**config.mk**
```make
export PLATFORM = sky130hd
export DESIGN_NAME = rcu_pll_ctrl
export DESIGN_NICKNAME = d
export VERILOG_FILES = /design/src/rtl/rcu_pkg.sv /design/src/rtl/rcu_sync2.sv /design/src/rtl/rcu_pll_ctrl.sv
export SDC_FILE = /design/constraint.sdc
export NUM_CORES = 1
export LEC_CHECK = 0
export CAP_MARGIN = 20
export CORE_MARGIN = 2
export CORE_UTILIZATION = 50
export DETAILED_ROUTE_END_ITERATION = 6
export GPL_TIMING_DRIVEN = 0
export HOLD_SLACK_MARGIN = 0.15
export PLACE_DENSITY = 0.72
export SLEW_MARGIN = 20
export SYNTH_ARGS = -nofsm -noshare
export SYNTH_HDL_FRONTEND = slang
export SYNTH_HIERARCHICAL = 1
export SYNTH_SLANG_ARGS = --single-unit
```
**constraint.sdc**
```tcl
create_clock -name ref_clk_i -period 4.1 [get_ports ref_clk_i]
set_input_delay 0.82 -clock ref_clk_i [delete_from_list [all_inputs] [get_ports ref_clk_i]]
set_output_delay 0.82 -clock ref_clk_i [all_outputs]
set_load 0.005 [all_outputs]
```
**src/rtl/rcu_pkg.sv**
```systemverilog
// rcu_pkg: shared PLL-controller types, default parameters and the clock-config width define
`ifndef RCU_CLK_CFG_WIDTH
`define RCU_CLK_CFG_WIDTH 8
`endif
package rcu_pkg;
  typedef enum logic [2:0] {
    IDLE      = 3'd0,
    PWRUP     = 3'd1,
    WAIT_LOCK = 3'd2,
    STABLE    = 3'd3,
    RUN       = 3'd4,
    FAIL      = 3'd5
  } pll_state_e;
  localparam int PWRUP_CYC_DEF   = 16;
  localparam int LOCK_CNT_DEF    = 32;
  localparam int TIMEOUT_CYC_DEF = 4096;
  localparam int CNT_WIDTH_DEF   = 16;
endpackage

```
**src/rtl/rcu_sync2.sv**
```systemverilog
// rcu_sync2: two-flop synchronizer with synchronous active-high reset
// Ports: clk_i destination clock, rst_i sync reset, d_i async input, q_o synchronized output
module rcu_sync2 (
  input  logic clk_i,
  input  logic rst_i,
  input  logic d_i,
  output logic q_o
);
  logic [1:0] ff_q;
  always_ff @(posedge clk_i) ff_q <= rst_i ? 2'b00 : {ff_q[0], d_i};
  assign q_o = ff_q[1];
endmodule

```
**src/rtl/rcu_pll_ctrl.sv**
```systemverilog
// rcu_pll_ctrl: PLL power-up, lock qualification and glitch-free clock switch sequencer
// Ports: ref_clk_i clock, rst_i sync reset, pll_en_i software request, clr_i sticky clear,
//        pll_lock_i raw async lock; pll_en_o PLL enable, clk_sel_o 1=PLL clock, pll_ready_o in RUN,
//        timeout_o sticky lock timeout, lol_o sticky loss of lock, state_o FSM state.
// Build option: RCU_PLL_TIMEOUT_EN enables the WAIT_LOCK timeout and the FAIL state.
module rcu_pll_ctrl
  import rcu_pkg::*;
#(
  parameter int PWRUP_CYC   = PWRUP_CYC_DEF,
  parameter int LOCK_CNT    = LOCK_CNT_DEF,
  parameter int TIMEOUT_CYC = TIMEOUT_CYC_DEF,
  parameter int CNT_WIDTH   = CNT_WIDTH_DEF
) (
  input  logic       ref_clk_i,
  input  logic       rst_i,
  input  logic       pll_en_i,
  input  logic       clr_i,
  input  logic       pll_lock_i,
  output logic       pll_en_o,
  output logic       clk_sel_o,
  output logic       pll_ready_o,
  output logic       timeout_o,
  output logic       lol_o,
  output logic [2:0] state_o
);
`ifdef RCU_PLL_TIMEOUT_EN
  localparam bit TO_EN = 1'b1;
`else
  localparam bit TO_EN = 1'b0;
`endif
  pll_state_e state_q, state_d;
  logic [CNT_WIDTH-1:0] cnt_q, cnt_d, cnt_inc;
  logic lock_s, pll_en_q, pll_en_d, clk_sel_q, clk_sel_d, ready_q, ready_d;
  logic lol_q, timeout_q, lol_set, to_set;
  rcu_sync2 u_sync (
    .clk_i (ref_clk_i),
    .rst_i (rst_i),
    .d_i   (pll_lock_i),
    .q_o   (lock_s)
  );
  assign cnt_inc = &cnt_q ? cnt_q : cnt_q + 1'b1;
  always_comb begin
    state_d   = state_q;
    cnt_d     = cnt_inc;
    pll_en_d  = pll_en_q;
    clk_sel_d = clk_sel_q;
    ready_d   = ready_q;
    lol_set   = 1'b0;
    to_set    = 1'b0;
    if (!pll_en_i && state_q != IDLE) begin
      // deselect the PLL clock now; pll_en_o drops from IDLE one edge later
      state_d   = IDLE;
      cnt_d     = '0;
      clk_sel_d = 1'b0;
      ready_d   = 1'b0;
    end else begin
      case (state_q)
        IDLE: begin
          state_d  = pll_en_i ? PWRUP : IDLE;
          cnt_d    = '0;
          pll_en_d = pll_en_i;
        end
        PWRUP: if (cnt_q == CNT_WIDTH'(PWRUP_CYC - 1)) begin
          state_d = WAIT_LOCK;
          cnt_d   = '0;
        end
        WAIT_LOCK: if (lock_s) begin
          state_d = STABLE;
          cnt_d   = '0;
        end else if (TO_EN && cnt_q == CNT_WIDTH'(TIMEOUT_CYC - 1)) begin
          state_d  = FAIL;
          cnt_d    = '0;
          pll_en_d = 1'b0;
          to_set   = 1'b1;
        end
        STABLE: if (!lock_s) begin
          state_d = WAIT_LOCK;
          cnt_d   = '0;
        end else if (cnt_q == CNT_WIDTH'(LOCK_CNT - 1)) begin
          state_d   = RUN;
          cnt_d     = '0;
          clk_sel_d = 1'b1;
          ready_d   = 1'b1;
        end
        RUN: begin
          cnt_d = '0;
          if (!lock_s) begin
            state_d   = WAIT_LOCK;
            clk_sel_d = 1'b0;
            ready_d   = 1'b0;
            lol_set   = 1'b1;
          end
        end
        FAIL: cnt_d = '0;
        default: begin
          state_d = IDLE;
          cnt_d   = '0;
        end
      endcase
    end
  end
  always_ff @(posedge ref_clk_i) begin
    if (rst_i) begin
      state_q   <= IDLE;
      cnt_q     <= '0;
      pll_en_q  <= 1'b0;
      clk_sel_q <= 1'b0;
      ready_q   <= 1'b0;
      lol_q     <= 1'b0;
      timeout_q <= 1'b0;
    end else begin
      state_q   <= state_d;
      cnt_q     <= cnt_d;
      pll_en_q  <= pll_en_d;
      clk_sel_q <= clk_sel_d;
      ready_q   <= ready_d;
      lol_q     <= lol_set | (lol_q & ~clr_i);
      timeout_q <= to_set | (timeout_q & ~clr_i);
    end
  end
  assign pll_en_o    = pll_en_q;
  assign clk_sel_o   = clk_sel_q;
  assign pll_ready_o = ready_q;
  assign lol_o       = lol_q;
  assign timeout_o   = TO_EN & timeout_q;
  assign state_o     = state_q;
endmodule

```
; ---- Yosys cells after proc, flatten, opt, wreduce, memory -nomap -nowiden
; Index checks and enable logic that the tools add are counted.
[totals]
elab_cells = 55
register_bits = 24
in_bits = 5
[op_classes]
addsub = 1
mux = 20
n_reduce_logical = 10
bitwise = 5
n_eq_ne = 13
[ops]
columns = cell, n
row1 = $mux 16, 5
row2 = $pmux 16 s3, 1
row3 = $pmux 3 s6, 1
row4 = $add 16x1->16 const B, 1
row5 = $eq 16x4->1 const B, 1
row6 = $eq 16x5->1 const B, 1
row7 = $reduce_and 16->1, 1
row8 = $mux 3, 5
row9 = $mux 1, 7
row10 = $eq 3x2->1 const B, 2
row11 = $eq 3x3->1 const B, 2
row12 = $ne 2x2->1 const B, 3
row13 = $reduce_and 5->1, 1
row14 = $ne 2x1->1 const B, 2
row15 = $reduce_and 4->1, 1
row16 = $eq 3x1->1 const B, 1
row17 = $logic_not 3->1, 1
row18 = $ne 3x3->1 const B, 1
row19 = $not 1->1, 3
row20 = $reduce_bool 3->1, 1
row21 = $pmux 1 s2, 1
row22 = $reduce_and 2->1, 1
row23 = $reduce_bool 2->1, 1
row24 = $reduce_or 2->1, 1
row25 = 4 further kinds, 4

; ---- Logic depth before layout (Yosys ltp)
; Gate-level depths: netlist of run 1.
[depth]
depth_word = 5
depth_mapped = 8

; ---- Hierarchy
; Netlist of run 1, hierarchy kept.
[modules_own_cells]
columns = module, instances, area_per_inst_um2, cells_each
row1 = rcu_pll_ctrl, 1, 1148.6, 134
row2 = rcu_sync2, 1, 52.6, 4

; ---- Worst setup path after synthesis of run 1
; Ideal clock, no wire load.
[synth_path]
path_kind = flip-flop to flip-flop
from = register cnt_q[0]
to = register cnt_q[3]
synth_period_minus_slack_ns = 1.898
arrival_time_ns = 1.832
slack_ns = 2.202
required_time_ns = 4.034
path_stages_with_launch = 9
setup_ns = 0.066
path_buffers = 2
cell_sequence = dfxtp_1 -> ha_1 -> and4_4 -> buf_4 -> nand4_2 -> a21oi_2 -> a2111o_2 -> buf_6 -> a21oi_2
[synth_between]
elab_chain_cells = 5
[synth_rtl]
columns = item, line
row1 = start: declaration, rcu_pll_ctrl.sv:32  ; logic [CNT_WIDTH-1:0] cnt_q, cnt_d, cnt_inc;
row2 = start signal: assignment, rcu_pll_ctrl.sv:113  ; cnt_q <= cnt_d;
row3 = $add 16x1->16 / $reduce_and 16->1 (equally long branches), rcu_pll_ctrl.sv:41  ; assign cnt_inc = &cnt_q ? cnt_q : cnt_q + 1'b1;
row4 = $mux 16, rcu_pll_ctrl.sv:41
row5 = $mux 16, rcu_pll_ctrl.sv:79  ; end else if (cnt_q == CNT_WIDTH'(LOCK_CNT - 1)) begin
row6 = $mux 16, rcu_pll_ctrl.sv:76  ; STABLE: if (!lock_s) begin
row7 = $pmux 16 s3 *, rcu_pll_ctrl.sv:57  ; case (state_q)
; Every way passes the cells marked *; elsewhere a longest branch is shown, timed or not.
; A chain may end at the register's enable or synchronous reset.

; ---- Worst setup path after layout of run 1
[layout_path]
from = register state_q[2] (netlist: state_o[2])
to = output port state_o[2]
[layout_rtl]
columns = item, line
row1 = start: declaration, rcu_pll_ctrl.sv:31  ; pll_state_e state_q, state_d;
row2 = start signal: assignment, rcu_pll_ctrl.sv:112  ; state_q <= state_d;
row3 = end: declaration, rcu_pll_ctrl.sv:24  ; output logic [2:0] state_o
; No word-level cell between the ends.

==> qor.yml, run 1 <==
clocking:
  clkLatencyLatePin_ns: 0.32
  cts_tree: "built"
  htree_num_levels: 1
  post_cts.repair.setup_buffers: 0
  cts_hold_buf: 0
  numCtsBuffers: 3
  clkSinkCount: 24
  clock-root-buffer: "clkbuf_4"
  cts.path.max_buffers: 2
  postCtsResizedCells: 0
  cts.clk_slew.worst_paths_ns: 0.13
die:
  die_width_um: 53.0
  die_height_um: 53.0
  design.core.area_um2: 2230
  die_area_um2: 2810
  floorplan.initialDensity: 0.538
  floorplan.io_pins: 13
  floorplan.rows: 17
placed_design:
  place_congestion: 0.862
  detailed_place_hpwl_mm: 1.73
  postPlaceCellArea_um2: 1350
  place_inst: 177
  numPortBuffers: 11
detailed_routing:
  drt.antenna.violating_nets: 0
  routed-wl-met2_mm: 1.18
  route.detailed.wl_per_inst_um: 13.4
  route.met3.wl_um: 108
  post_drt_via_cell_ratio: 5.96
  dr.max_layer_used: "met4"
  route.final.wire_length_mm: 2.42
  drtPass1Iterations: 4
  drc: 0
  via_count: 1079
  wire_length_the_detailed_router_placed_on_met1_mm: 1.08
  drt_iter0_markers: 29
final_layout:
  fin_util: 0.626
  drive_above_1_share: 0.131
  layoutNonFillerInstCount: 181
  final_cell_area_um2: 1400
  synthToLayoutAreaGrowth_pct: 16.5
  nets: 160
  insertedDiodeCount: 0
setup_path:
  critical_path_buf_inv_count: 1
  critical_path.cell_chain: "clkdlybuf4s50_1"
  crit_required_ns: 3.28
  criticalPathCategory: "reg -> out"
  critical_path.endpoint: "state_o[2]"
  crit_cells: 1
  critical_path.reg2reg.endpoint: "cnt_q[5]"
  reg2reg_slack_ns: 2.02
  setup.worst_path.end_class: "output port"
  biggest_fanout_along_the_worst_timing_path: 9
  worst_path_largest_cell_delay_ns: 0.56
  worst_setup_path_startpoint: "state_o[2]"
  timing.critical_path.arrival_ns: 1.40
  rr_worst_depth: 8
  slowest_stage_cell_on_the_critical_path: "clkdlybuf4s50_1"
  critical_path.reg2reg.startpoint: "cnt_q[0]"
  cp_launch_type: "flop"
  timing.critical_path.max_delay_family: "buffers and inverters"
synthesis:
  netlist_top_cells_count: "dfxtp_1 (24), nor2_1 (16), a21oi_1 (8)"
  syn-num-nets: 144
  synth_flop_cell: "dfxtp_1"
  seq_area_frac_synth: 0.400
  postSynthCellCount: 138
  async_reset_ff_frac: 0
  netlist.area_leader.share: 0.400
  mapped_cell_area_um2: 1200
  synthesized_area_per_cell_um2: 8.70
  ys_seq_elements: 24
  yosys.cell_count.top_type: "dfxtp_1"
  distinct_cell_type_count_after_synthesis: 43
  ys_warn_count: 6
  post-synth-top-area-cell: "dfxtp_1"
  synth_top_cells_by_area: "dfxtp_1 (40%), nor2_1 (5.0%), and3_1 (3.6%)"
  synth_edf_count: 0
power:
  p_seq_frac: 0.524
  worst_ir_drop_vdd_v: 0.000199
  p_per_area_nw_per_um2: 334
  p_comb_frac: 0.109
  power_leakage_nw: 0.491
  power.share.switching: 0.221
  total_switching_power_uw: 103
  internal-power_uw: 364
  clock_power_share: 0.367
timing:
  post-route-min-period_ns: 2.22
  slew_violations: 0
  rsz0062_at_grt: "false"
  finalSetupViolCount: 0
  fin_tns_setup_ns: 0
  finalClockSkew_ns: 0.00253
  max_freq_mhz: 451
  fin_crit_sh: 0.541
  timing.final.hold_violations: 0
global_routing:
  via_count_of_the_first_global_routing_pass: 953
  gr_ovfl_total: 0
  grt_use_total: 0.200
  initial_antenna_violation_count: 0
  grt_first_pass_wirelength_mm: 4.08
  grt_start_max_net_pins: 15
worst_hold_path:
  timing.hold.worst.class: "reg -> reg"
job:
  max_cap_viol_count: 0
status:
  run_status: "completed"
per-stage QoR:
stage	power [mW]	worst slack, ns	hold slack [ns]
CTS	0.474	1.88	0.466
global route	0.488	1.82	0.478
floorplan	0.282	2.20	0.414
detailed placement	0.301	1.66	0.445
finish	0.468	1.88	0.458
global placement	0.300	1.71	0.453
how the worst min path moves through the flow:
stage / slack, ns / startpoint / cells past startpoint / to
5_1_grt: 0.48 / u_sync/ff_q[0] / 1 / u_sync/ff_q[1]
3_5_place_dp: 0.45 / u_sync/ff_q[0] / 1 / u_sync/ff_q[1]
4_1_cts: 0.47 / u_sync/ff_q[0] / 1 / u_sync/ff_q[1]
3_3_place_gp: 0.45 / u_sync/ff_q[0] / 1 / u_sync/ff_q[1]
6_report: 0.46 / u_sync/ff_q[0] / 1 / u_sync/ff_q[1]
2_1_floorplan: 0.41 / u_sync/ff_q[0] / 1 / u_sync/ff_q[1]
power by group through the flow:
| stage | combinational [mW] | clock, mW | sequential [mW] |
|---|---|---|---|
| after detailed placement | 0.0511 | 0 | 0.250 |
| after global placement | 0.0504 | 0 | 0.250 |
| after CTS | 0.0512 | 0.178 | 0.245 |
| final | 0.0508 | 0.172 | 0.245 |
| after global routing | 0.0562 | 0.186 | 0.246 |
| after floorplan | 0.0321 | 0 | 0.250 |
cell usage in the layout (no fill, tap or decap), types with 2 or more instances in the layout:
| cell | count |
|---|---|
| nor2_1 | 16 |
| o21ai_0 | 4 |
| clkdlybuf4s50_1 | 11 |
| mux2i_1 | 3 |
| nand4_1 | 5 |
| nand2_1 | 6 |
| dfxtp_1 | 24 |
| a21oi_2 | 4 |
| and3_1 | 7 |
| nand3_1 | 7 |
| nor4_1 | 2 |
| clkbuf_4 | 3 |
| o21bai_1 | 2 |
| or3_1 | 2 |
| nor3_1 | 7 |
| buf_4 | 3 |
| a21oi_1 | 8 |
| xor2_1 | 4 |
| a211oi_1 | 2 |
| nor2b_1 | 3 |
| a31oi_1 | 3 |
| nand2b_1 | 3 |
state kept, by name (all words and copies together) (netlist names):
signal	cells
lol_o	1
u_sync/ff_q	2
pll_ready_o	1
state_o	3
cnt_q	16
pll_en_o	1
kinds of logic after synthesis:
family,synth area share
AO/OA/AOI/OAI,0.179
other,0.00312
XOR/XNOR,0.0365
flip-flops,0.400
multiplexers,0.0250
buffers and inverters,0.0458
adder cells (fa/ha/maj),0.0104
AND/OR/NAND/NOR,0.300
area by class of cell:
type                    instances  area, um2
plain buffers                   7       47.5
multi-input cells             105        666
clock inverters                 1       30.0
fillers                       211        835
clock buffers                   3       22.5
flip-flops and latches         24        480
inverters                       2       7.51
repair buffers                 11        110
well taps                      28       35.0
layer usage:
metal | vias up | GRT usage
li1 | 542 | -
met1 | 499 | 0.228
met2 | 33 | 0.360
met3 | 5 | 0.0254
met4 | 0 | 0.103
met5 | - | 0
Power figures use the tool's default switching activity.
==> inputs of run 2 (changes only) <==
--- a/config.mk
+++ b/config.mk
@@ -7,11 +7,11 @@
 export LEC_CHECK = 0
 export CAP_MARGIN = 20
 export CORE_MARGIN = 2
-export CORE_UTILIZATION = 50
+export CORE_UTILIZATION = 49
 export DETAILED_ROUTE_END_ITERATION = 6
 export GPL_TIMING_DRIVEN = 0
 export HOLD_SLACK_MARGIN = 0.15
-export PLACE_DENSITY = 0.72
+export PLACE_DENSITY = 0.74
 export SLEW_MARGIN = 20
 export SYNTH_ARGS = -nofsm -noshare
 export SYNTH_HDL_FRONTEND = slang
==> constraint.sdc (replaced) <==
create_clock -name ref_clk_i -period 1.86 [get_ports ref_clk_i]
set_input_delay 0.372 -clock ref_clk_i [delete_from_list [all_inputs] [get_ports ref_clk_i]]
set_output_delay 0.372 -clock ref_clk_i [all_outputs]
set_load 0.005 [all_outputs]
==> qor.yml, run 2 (synthesized netlist as in run 1, its figures left out) <==
die:
  floorplan.io_pins: 13
  die_height_um: 53.5
  design.core.area_um2: 2250
  die_width_um: 53.5
  die_area_um2: 2860
  floorplan.initialDensity: 0.533
  floorplan.rows: 17
timing:
  holdWs_ns: 0.460
  fin_crit_sh: 1.00
  timing.final.hold_violations: 0
  fin_tns_setup_ns: -0.00458
  slew_violations: 0
  final_setup_slack_of_the_worst_path_ns: -0.00320
  post-route-min-period_ns: 1.86
  finalSetupViolCount: 3
  finalClockSkew_ns: 0.00363
  max_freq_mhz: 537
  rsz0062_at_grt: "true"
final_layout:
  drive_above_1_share: 0.281
  regArea_um2: 485
  largest_register_ffs: 16
  synthToLayoutAreaGrowth_pct: 27.4
  insertedDiodeCount: 0
  layout_commonest_cell: "dfxtp_1"
  fin_util: 0.679
  regMostFlops: "cnt_q"
  final_cell_area_um2: 1530
  nFillCells: 186
  nets: 168
  multi_input_comb_area_um2: 752
  final_cell_mix: "dfxtp_1 (20), buf_4 (12), clkdlybuf4s50_1 (11)"
clocking:
  htree_num_levels: 1
  cts_tree: "built"
  clkLatencyLatePin_ns: 0.31
  clkSinkCount: 24
  cts.clk_slew.worst_paths_ns: 0.13
  numCtsBuffers: 3
  cts.path.max_buffers: 2
  clock-root-buffer: "clkbuf_4"
global_routing:
  via_count_of_the_first_global_routing_pass: 995
  gr_ovfl_total: 0
  grt_use_total: 0.228
  grt_first_pass_wirelength_mm: 4.67
  initial_antenna_violation_count: 0
  grt_start_max_net_pins: 13
detailed_routing:
  drt.antenna.violating_nets: 0
  route.final.wire_length_mm: 2.88
  route.detailed.wl_per_inst_um: 15.3
  post_drt_via_cell_ratio: 6.02
  drt_iter0_markers: 38
  drc: 0
  drtPass1Iterations: 4
  via_count: 1132
placed_design:
  place_congestion: 0.888
  detailed_place_hpwl_mm: 1.83
  postPlaceCellArea_um2: 1350
  numPortBuffers: 11
power:
  design_power_total_uw: 917
  power_leakage_nw: 0.538
  worst_ir_drop_vdd_v: 0.000532
  p_per_area_nw_per_um2: 600
worst_hold_path:
  timing.hold.worst.class: "reg -> reg"
setup_path:
  worst_path_largest_cell_delay_ns: 0.55
  slowest_stage_cell_on_the_critical_path: "a2111o_2"
  timing.critical_path.arrival_ns: 2.13
  critical_path.cell_chain: "ha_4, and4b_1, nand4_1, nand3_2, a2111o_2, buf_6, nor2_2"
  biggest_fanout_along_the_worst_timing_path: 8
  cp_launch_type: "flop"
  setup.worst_path.end_class: "flop"
  crit_required_ns: 2.12
  criticalPathCategory: "reg -> reg"
job:
  max_cap_viol_count: 0
status:
  run_status: "finished with violations"
  failed_checks: "setup timing"
-- run 2: cell count changes in the layout (fill, tap and decap cells not counted), moves of 2 or more --
| cell | delta |
|---|---|
| buf_4 | +9 |
| dfxtp_1 | -4 |
| dfxtp_2 | +4 |
| nor2_1 | -6 |
| nor2_2 | +6 |
| nor4_1 | -2 |
| nor4_4 | +2 |
-- run 2: path summary, 6_finish.rpt --
check        slack [ns]      startpoint              to  cells past startpoint
max              -0.003        cnt_q[0]        cnt_q[6]                      7
min                0.46  u_sync/ff_q[0]  u_sync/ff_q[1]                      1
max reg2reg      -0.003        cnt_q[0]        cnt_q[6]                      7
min reg2reg        0.46  u_sync/ff_q[0]  u_sync/ff_q[1]                      1
-- run 2: per-stage QoR --
stage,cells,setup slack [ns]
global placement,177,-0.142
detailed placement,177,-0.171
global route,188,-0.0761
floorplan,138,0.0102
finish,188,-0.00320
CTS,183,0.0175
-- run 2: report_power, final --
part	total [mW]	internal [mW]	switching, mW	leakage, nW
registers	0.542	0.528	0.0137	0.196
logic	0.148	0.0777	0.0698	0.328
clock network	0.228	0.0758	0.152	0.0138
-- run 2: repair_timing --
item	CTS	global route
hold buffers	0	0
resized for setup	16	8
pin swaps	2	7
buffers inserted	4	5
setup endpoints to repair	17	17
cloned	1	0
-- run 2: final cells by class --
class / count / area share
plain buffers: 5 / 0.0253
clock buffers: 3 / 0.0147
inverters: 2 / 0.00491
multi-input cells: 105 / 0.491
flip-flops and latches: 24 / 0.317
well taps: 28 / 0.0229
repair buffers: 21 / 0.123
-- run 2: metal layers --
layer	vias to the layer above	part of all wire	global-route usage
met5	-	0	0
met4	0	0.022	0.115
met3	8	0.028	0.0339
met2	22	0.49	0.354
met1	542	0.45	0.305
li1	560	-	-
-- run 2: worst max-delay path, delay by kind of cell (launching register included) --
kind,cells,cell delay (ns)
AO/OA/AOI/OAI,1,0.55
adder cells (fa/ha/maj),1,0.18
buffers and inverters,1,0.18
flip-flops,1,0.36
AND/OR/NAND/NOR,4,0.54
==> RTL edit: new RTL, settings of run 2 <==
Change the package constant `CNT_WIDTH_DEF` from 16 to 14.
--- a/src/rtl/rcu_pkg.sv
+++ b/src/rtl/rcu_pkg.sv
@@ -15,5 +15,5 @@
   localparam int LOCK_CNT_DEF    = 32;
   localparam int TIMEOUT_CYC_DEF = 4096;
-  localparam int CNT_WIDTH_DEF   = 16;
+  localparam int CNT_WIDTH_DEF   = 14;
 endpackage
 
Formal check against the unedited RTL: no difference found for any inputs over 10 cycles, from zero or initial values and one cycle with rst_i high; that may be too few to reach the edited logic, so the function may still have changed.
==> RTL edit against run 2 <==
  * Critical endpoint is now cnt_q[5]
  * Total power increased by 8.9%
  * Synthesized cell count decreased by 8.7%
  * Final area decreased by 11%
  * Synthesized area decreased by 8.3%
  * Via count decreased by 16%
  * Sequential cell count decreased by 2
  * Sequential share of layout area increased by 1.2 points
  * Die area decreased by 7.7%
  * Global-route usage decreased by 4.9 points
  * Highest routed layer unchanged
  * Wire length decreased by 24%
  * Combinational power decreased by 6%
  * First-iteration DRC count decreased by 37%
  * Setup slack improved by 120 ps
==> RTL edit: results (changes against run 2) <==
met3 GRT Util 5.26% (+1.9 points); DR WL met2 1.04 mm (-27%); DP Area 1250 um^2 (-7.4%); M1 GR Usage 23.6% (-6.9 points); FF-to-FF path depth 8 (+1); worst slack, placed -29.4 ps (+141 ps); Pint 0.000774 W (+13%); worst clock skew 10.7 ps (+7.03 ps); post-cts resize count 3 (-13); fin nets 150 (-11%); Period minus WS final 1740 ps (-122 ps); final WL 2.18 mm (-24%); Synth Area in Compound Gates 15.3% (-2.6 points); Lkg Pwr 0.466 nW (-13%); end point of the critical path cnt_q[5]; Synth top cells by count dfxtp_1 (22), nor2_1 (16), nor3_1 (8), nand2_1 (7), nand4_1 (7); Combinational Power 0.000139 W (-6%); M1 WL 1.04 mm (-21%); Crit path arrival time 1950 ps (-180 ps); Largest register FFs 14 (-2); Starting DRT DRC Count 24 (-37%); via count 953 (-16%); Worst IR Drop VDD 0.000497 V (-6.6%); share of layout cells above drive strength 1 15.4% (-13 points); status complete, no violations
## RTL edit: cell types whose count changed after synthesis, moves of 2 or more
cell and change:
dfxtp_1 -2, nand4_1 +2, a21oi_2 -4, nor4_1 -2, and4_1 +4, or3_1 -2
nand2b_1 -3, a21oi_1 -3, nand3_1 -3, and3_1 -6
## RTL edit: area by class of cell
| class | instances | area (um^2) |
|---|---|---|
| sequential | 22 | 448 |
| buffer | 7 | 51.3 |
| timing repair buffer | 13 | 129 |
| multi-input combinational | 96 | 639 |
| clock buffer | 3 | 22.5 |
| inverter | 1 | 3.75 |
| fill | 201 | 811 |
| tap | 28 | 35.0 |
| clock inverter | 1 | 30.0 |
## RTL edit: stage by stage
| step | total power (W) | TNS [ps] | hold WS (ps) |
|---|---|---|---|
| global route | 0.00104 | -71.0 | 477 |
| finish | 0.000999 | 0 | 450 |
| detailed placement | 0.000636 | -262 | 425 |
| global placement | 0.000633 | -48.7 | 430 |
| floorplan | 0.000591 | 0 | 414 |
| CTS | 0.00100 | 0 | 456 |
